### src/rtl/dcache_controller.sv
// Controller for a 2-way set-associative L1 data cache. It serves CPU hits from SRAM, and on a miss it writes back a dirty victim, refills the line, then retries.
// Optional hit/miss performance counters are compiled in when DCACHE_PERF_EN is defined.
module dcache_controller #(
  parameter int ADDR_W = 32,
  parameter int LINE_W = 256
) (
  input  logic              clk_i,
  input  logic              rst_i,
  input  logic              cpu_req_i,
  input  logic              cpu_write_i,
  input  logic [ADDR_W-1:0] cpu_addr_i,
  input  logic [31:0]       cpu_data_i,
  output logic [31:0]       cpu_data_o,
  output logic              cpu_stall_o,
  output logic [3:0]        sram_addr_o,
  output logic [24:0]       sram_tag_o,
  output logic [LINE_W-1:0] sram_data_o,
  output logic              sram_enable_o,
  output logic              sram_write_o,
  input  logic [24:0]       sram_tag_i,
  input  logic [LINE_W-1:0] sram_data_i,
  input  logic              sram_hit_i,
  output logic              mem_enable_o,
  output logic              mem_write_o,
  output logic [ADDR_W-1:0] mem_addr_o,
  output logic [LINE_W-1:0] mem_data_o,
  input  logic [LINE_W-1:0] mem_data_i,
  input  logic              mem_ack_i
`ifdef DCACHE_PERF_EN
  ,
  output logic [31:0]       hit_cnt_o,
  output logic [31:0]       miss_cnt_o
`endif
);

  typedef enum logic [2:0] {IDLE, MISS, WRITEBACK, READMISS, READMISSOK} state_t;

  state_t state_q, state_d;

  logic [22:0]       cpu_tag;
  logic [3:0]        index;
  logic [2:0]        word_sel;
  logic              req_hit;
  logic              req_miss;
  logic              victim_dirty;
  logic              issue_wb;
  logic              issue_rd;
  logic [LINE_W-1:0] store_line;

  logic              mem_enable_q;
  logic              mem_write_q;
  logic [ADDR_W-1:0] mem_addr_q;
  logic [LINE_W-1:0] mem_data_q;

  assign cpu_tag      = cpu_addr_i[31:9];
  assign index        = cpu_addr_i[8:5];
  assign word_sel     = cpu_addr_i[4:2];
  assign req_hit      = (state_q == IDLE) & cpu_req_i & sram_hit_i;
  assign req_miss     = (state_q == IDLE) & cpu_req_i & ~sram_hit_i;
  assign victim_dirty = sram_tag_i[24] & sram_tag_i[23];

  assign sram_addr_o  = index;
  assign cpu_data_o   = sram_data_i[{word_sel, 5'b0} +: 32];
  assign cpu_stall_o  = (state_q != IDLE) | (cpu_req_i & ~sram_hit_i);

  assign mem_enable_o = mem_enable_q;
  assign mem_write_o  = mem_write_q;
  assign mem_addr_o   = mem_addr_q;
  assign mem_data_o   = mem_data_q;

  always_comb begin
    store_line = sram_data_i;
    store_line[{word_sel, 5'b0} +: 32] = cpu_data_i;
  end

  always_ff @(posedge clk_i or negedge rst_i) begin
    if (!rst_i) state_q <= IDLE;
    else        state_q <= state_d;
  end

  always_comb begin
    state_d       = state_q;
    sram_enable_o = 1'b0;
    sram_write_o  = 1'b0;
    sram_tag_o    = {2'b00, cpu_tag};
    sram_data_o   = sram_data_i;
    issue_wb      = 1'b0;
    issue_rd      = 1'b0;
    case (state_q)
      IDLE: begin
        if (req_hit && cpu_write_i) begin
          sram_enable_o = 1'b1;
          sram_write_o  = 1'b1;
          sram_tag_o    = {2'b11, cpu_tag};
          sram_data_o   = store_line;
        end else if (req_miss) begin
          state_d = MISS;
        end
      end
      MISS: begin
        if (victim_dirty) begin
          issue_wb = 1'b1;
          state_d  = WRITEBACK;
        end else begin
          issue_rd = 1'b1;
          state_d  = READMISS;
        end
      end
      WRITEBACK: begin
        if (mem_ack_i) begin
          issue_rd = 1'b1;
          state_d  = READMISS;
        end
      end
      READMISS: begin
        // Refill lands in the SRAM the same cycle the memory acknowledges it.
        if (mem_ack_i) begin
          sram_enable_o = 1'b1;
          sram_write_o  = 1'b1;
          sram_tag_o    = {2'b10, cpu_tag};
          sram_data_o   = mem_data_i;
          state_d       = READMISSOK;
        end
      end
      READMISSOK: state_d = IDLE;
      default:    state_d = IDLE;
    endcase
  end

  // Memory request registers stay stable from the enable pulse until the ack.
  always_ff @(posedge clk_i or negedge rst_i) begin
    if (!rst_i) begin
      mem_enable_q <= 1'b0;
      mem_write_q  <= 1'b0;
      mem_addr_q   <= '0;
      mem_data_q   <= '0;
    end else begin
      mem_enable_q <= issue_wb | issue_rd;
      if (issue_wb) begin
        mem_write_q <= 1'b1;
        mem_addr_q  <= {sram_tag_i[22:0], index, 5'b0};
        mem_data_q  <= sram_data_i;
      end else if (issue_rd) begin
        mem_write_q <= 1'b0;
        mem_addr_q  <= {cpu_tag, index, 5'b0};
      end
    end
  end

`ifdef DCACHE_PERF_EN
  logic [31:0] hit_cnt_q;
  logic [31:0] miss_cnt_q;

  always_ff @(posedge clk_i or negedge rst_i) begin
    if (!rst_i) begin
      hit_cnt_q  <= '0;
      miss_cnt_q <= '0;
    end else begin
      if (req_hit && hit_cnt_q != 32'hFFFF_FFFF)
        hit_cnt_q <= hit_cnt_q + 32'd1;
      if (req_miss && miss_cnt_q != 32'hFFFF_FFFF)
        miss_cnt_q <= miss_cnt_q + 32'd1;
    end
  end

  assign hit_cnt_o  = hit_cnt_q;
  assign miss_cnt_o = miss_cnt_q;
`endif

endmodule

### config.mk
export PLATFORM = sky130hd
export DESIGN_NAME = dcache_controller
export DESIGN_NICKNAME = d
export VERILOG_FILES = /design/src/rtl/dcache_controller.sv
export SDC_FILE = /design/constraint.sdc
export NUM_CORES = 1
export LEC_CHECK = 0
export CAP_MARGIN = 5
export CORE_AREA = 2 2 477 479
export CTS_BUF_LIST = sky130_fd_sc_hd__clkbuf_8
export DETAILED_ROUTE_END_ITERATION = 16
export DIE_AREA = 0 0 479 481
export GPL_TIMING_DRIVEN = 0
export PLACE_DENSITY = 0.31
export SLEW_MARGIN = 20
export SYNTH_ARGS = -nofsm -noshare
export SYNTH_HDL_FRONTEND = slang
export SYNTH_SLANG_ARGS = --single-unit
### constraint.sdc
create_clock -name clk_i -period 10.5 [get_ports clk_i]
set_clock_uncertainty 0.2 [all_clocks]
set_input_delay 2.1 -clock clk_i [delete_from_list [all_inputs] [get_ports clk_i]]
set_output_delay 2.1 -clock clk_i [all_outputs]
set_load 0.01 [all_outputs]
# Word level (Yosys, flattened, before mapping)
# Cells that the tools add are included.
dict set report word_totals {
  ff_bits 293
  latch_bits 0
  ram_bits 0
  mem_bits_ro 0
  output_inout_bits 610
  n_memories 0
}
dict set report classes {
  add_sub_neg 1
  mul 0
  div_mod_pow 0
  n_lt_le_gt_ge 0
  n_eq_ne 7
  shifts 3
  mux 24
  n_bitwise 8
  reduce_logical 5
}
# op n
set ops {}
lappend ops {{$mux W256} 2}
lappend ops {{$pmux W256 S2} 1}
lappend ops {{$bwmux W256} 1}
lappend ops {{$shift A32 B10 Y256 const A} 1}
lappend ops {{$shiftx A256 B9 Y32} 1}
lappend ops {{$shiftx A32 B10 Y256} 1}
lappend ops {{$mux W32} 2}
lappend ops {{$mux W25} 2}
lappend ops {{$pmux W25 S2} 1}
lappend ops {{$mux W3} 4}
lappend ops {{$pmux W3 S4} 1}
lappend ops {{$neg A8 Y10} 1}
lappend ops {{$mux W1} 8}
lappend ops {{$ne A2 B2 Y1 const B} 4}
lappend ops {{$eq A3 B2 Y1 const B} 2}
lappend ops {{$and A1 B1 Y1} 5}
lappend ops {{$pmux W1 S2} 2}
lappend ops {{$reduce_and A4 Y1} 1}
lappend ops {{$eq A3 B1 Y1 const B} 1}
lappend ops {{$logic_not A3 Y1} 1}
lappend ops {{$reduce_bool A3 Y1} 1}
lappend ops {{$or A1 B1 Y1} 2}
lappend ops {{$reduce_bool A2 Y1} 1}
lappend ops {{$logic_and A1 B1 Y1} 1}
lappend ops {{$not A1 Y1} 1}

# Longest topological paths before layout
dict set report depth {
  ltp_word 6
  depth_mapped 11
}

# Worst setup path after synthesis
# OpenSTA, ideal clock, no wires.
dict set report synth_timing {
  path_type {input to output}
  start {in cpu_addr_i[4]}
  end {out sram_data_o[51]}
  arrival_time_ps 4465
  t_required_ps 8200
  setup_slack_ps 3735
  cell_stages 10
  n_path_buf 4
  cell_sequence {clkbuf_1 -> clkinv_1 -> clkbuf_1 -> ha_1 -> clkbuf_1 -> nand2_1 -> nor4_1 -> buf_2 -> nor2b_1 -> a221o_1}
}
dict set report synth_between {
  elab_chain_cells 5
  word_cells_on_any_way 6
}
# item line
set synth_rtl {}
lappend synth_rtl {{from (decl)} 11} ;# input logic [ADDR_W-1:0] cpu_addr_i,
lappend synth_rtl {{$neg A8 Y10 *} 73} ;# store_line[{word_sel, 5'b0} +: 32] = cpu_data_i;
lappend synth_rtl {{$shiftx A32 B10 Y256 or $shift A32 B10 Y256 (tied branches)} 73}
lappend synth_rtl {{$bwmux W256 *} 73}
lappend synth_rtl {{$mux W256 *} 91} ;# if (req_hit && cpu_write_i) begin
lappend synth_rtl {{$pmux W256 S2 *} 89} ;# case (state_q)
lappend synth_rtl {{to (decl)} 17} ;# output logic [LINE_W-1:0] sram_data_o,
# Mark *: on every way between the ends. The rest lies on a longest branch, timed or not.

# Worst setup path after layout
dict set report layout_timing {
  start {in cpu_addr_i[4]}
  end {out sram_data_o[61]}
}
# Same word-level chain as after synthesis.

==> metrics.csv <==
metric,value,unit
# clock sinks,288,
sequential cell area,0.00721,sq mm
Hold Buf Count CTS,0,
largest net degree at the start of global routing,69,
type of origin of the critical path,input pin,
nets,4060,
Setup CP Type,in -> out,
Slew headroom,0.120,
pwr dens,254,mW/mm^2
Clock Root Buffer,clkbuf_8,
initial antenna violation count,179,
CP Capture Type,output pin,
Final period util,0.971,
Synth Flop Type,dfrtp_1,
Fin Setup TNS,0,ps
Routed Antenna Nets,0,
RD Place Congestion,0.881,
CTS tree,built,
unrepaired setup endpoints after global routing,false,
Avg Vias per Cell,3.91,
Worst EP required,8200,ps
synthesis-to-layout area growth,100,%
hold depth,2,
Layout Utilization,0.161,
global-route wire length before repair,353,mm
"Warnings, synthesis",0,
"EDFF count, synth",0,
detailed placement HPWL,249,mm
worst reg2reg path depth,10,
final instance area,0.0364,sq mm
met3 track demand over resource,0.0886,
Post-DP Area,0.0348,sq mm
initial drt markers,2353,
Hold WC Path Type,reg -> reg,
reg2reg setup slack,6310,ps
Peak supply drop,160,uV
total CTS buffers,70,
final hold violation count,0,
Port Buffers,1181,
# rows,175,
Period minus WS final,10190,ps
grt met2 use,0.420,
# DRC,0,
Hold Path Sink,mem_data_o[168]$_DFFE_PN0P_,
GRT Residual Overflow,0,
core area,0.226,sq mm
die footprint,0.230,sq mm
# Max-Cap Violations,0,
Clock transition at path regs,50,ps
# fillers,25611,
I/O pin count,1217,
clk buf depth,3,
Total GRT Usage,0.247,
arrival time at the worst endpoint,7890,ps
final setup fails,0,
Post CTS Setup Buffer Count,0,
H-tree depth,3,
Post-Syn Instances,2151,
DP Cell Count,6383,
Via Count,25655,
Initial Util,0.0804,
routed len/inst,45.0,um
Final Power,9.25,mW
worst r2r src,state_q[0]$_DFFE_PN0P_,
fraction of registers with async set/reset,1.00,
Multi-input gate area,0.00983,sq mm
Pleak,15.8,nW
critical path peak fanout,11,
reg2reg end,mem_data_o[36]$_DFFE_PN0P_,
WL final,295,mm
Pre-antenna DRT Iters,6,
Worst-Margin Slew,1320,ps
Max Clk Rate,0.0981,GHz
post-synthesis sequential area ratio,0.397,
most used routing layer,met2,
status,completed,
worst-skew pair later-pin latency,810,ps
"FF+latch count, synth",288,
fraction of layout cells with a size suffix above 1,0.110,
met1 Usage GRT,0.290,
Slew Limit Fails,0,
fin cells,6562,
die width,479,um
"Distinct cells, synth",43,
average cell area after synthesis,8.44,sq um
die height,481,um
synthesized cell area,0.0182,sq mm
number of global-route vias before repair,25512,
startpoint of the worst hold path,mem_data_o[168]$_DFFE_PN0P_,
## per-stage QoR
stage	hold slack (ps)	worst slack [ps]
2_1_floorplan	289	3740
3_3_place_gp	260	-9730
3_5_place_dp	262	-301
4_1_cts	276	17.3
5_1_grt	292	31.8
6_report	273	309
## sequential cells by signal, indices dropped and copies added, names as in the netlist
| register | flops |
|---|---|
| mem_addr_o | 27 |
| mem_data_o | 256 |
| mem_enable_o | 1 |
| mem_write_o | 1 |
| state_q | 3 |
## kinds of logic (layout without fill, tap and decap cells)
logic type,count (synthesis),count (layout),share of synthesized area
mux,68,68,0.0819
other cells,1,59,0.000206
compound gates,351,351,0.174
flops,288,288,0.397
fa+ha+maj,6,6,0.00413
buf+inv,259,1603,0.0648
simple gates,1178,1178,0.278
## how the worst max path moves through the flow
stage               slack, ps  depth (start not counted)                          end     startpoint
floorplan                3740                         10              sram_data_o[51]  cpu_addr_i[4]
global placement        -9730                          1  mem_data_o[223]$_DFFE_PN0P_          rst_i
detailed placement       -300                         12              sram_data_o[61]  cpu_addr_i[4]
CTS                        20                         12              sram_data_o[61]  cpu_addr_i[4]
global route               30                         11              sram_data_o[55]  cpu_addr_i[4]
finish                    310                         12              sram_data_o[61]  cpu_addr_i[4]
## where the power goes
| part | total [mW] | switching [mW] | internal, mW | leakage (nW) |
|---|---|---|---|---|
| Sequential | 1.93 | 0.306 | 1.62 | 3.57 |
| Combinational | 5.84 | 3.50 | 2.35 | 11.4 |
| Clock | 1.48 | 0.734 | 0.742 | 0.797 |
| Total | 9.25 | 4.54 | 4.71 | 15.8 |
## placed cells by master, fill, tap and decap left out, drive strengths merged, types with 4 or more instances in the layout
master / count
nand2: 918
nor4: 5
inv: 32
clkbuf: 248
a21o: 56
mux2: 4
a221o: 196
nor2: 27
nand2b: 4
conb: 5
a22o: 56
mux4: 64
ha: 6
clkdlybuf4s50: 1180
clkinv: 12
and3: 197
dfrtp: 288
nor3: 10
o21ai: 5
buf: 127
a31oi: 24
nor2b: 4
diode: 54
a211o: 4
a41oi: 4
## synth_stat cells (24+ instances only)
| cell type | n | area (sq um) |
|---|---|---|
| a221o_1 | 196 | 1960 |
| buf_2 | 38 | 190 |
| dfrtp_1 | 288 | 7210 |
| and3_1 | 197 | 1230 |
| a21o_1 | 56 | 420 |
| a22o_1 | 56 | 490 |
| a31oi_1 | 24 | 150 |
| nand2_1 | 918 | 3450 |
| buf_4 | 34 | 255 |
| mux4_2 | 64 | 1440 |
| nor2_1 | 27 | 101 |
| clkbuf_1 | 165 | 619 |
## area by class of cell
cell class                 count  share of cell area
clock inverter                42             0.00712
tap                         3009               0.104
clock buffer                  82              0.0310
timing repair buffer        1220               0.351
buffer                       253              0.0347
sequential                   288               0.198
inverter                       6            0.000654
antenna                       54             0.00372
multi-input combinational   1608               0.270
## critical path, stage by stage
cell and delay [ps]:
clkbuf_1 470, clkinv_2 460, clkbuf_1 560, ha_1 500
clkbuf_1 450, nand2_1 320, nor4_1 720, buf_2 610
buf_2 540, a22o_1 220, a21o_1 90, clkdlybuf4s50_1 790
## what timing repair did
item,4_1_cts,5_1_grt
setup endpoints to repair,14,0
gates resized for setup,1,0
hold endpoints to repair,0,0
## layer usage
layer | wire length [um] | vias to the layer above
li1 | - | 10251
met1 | 117000 | 13133
met2 | 141000 | 1837
met3 | 27900 | 390
met4 | 9100 | 44
met5 | 298 | -
Note: power is estimated with default switching activity, not from simulation.
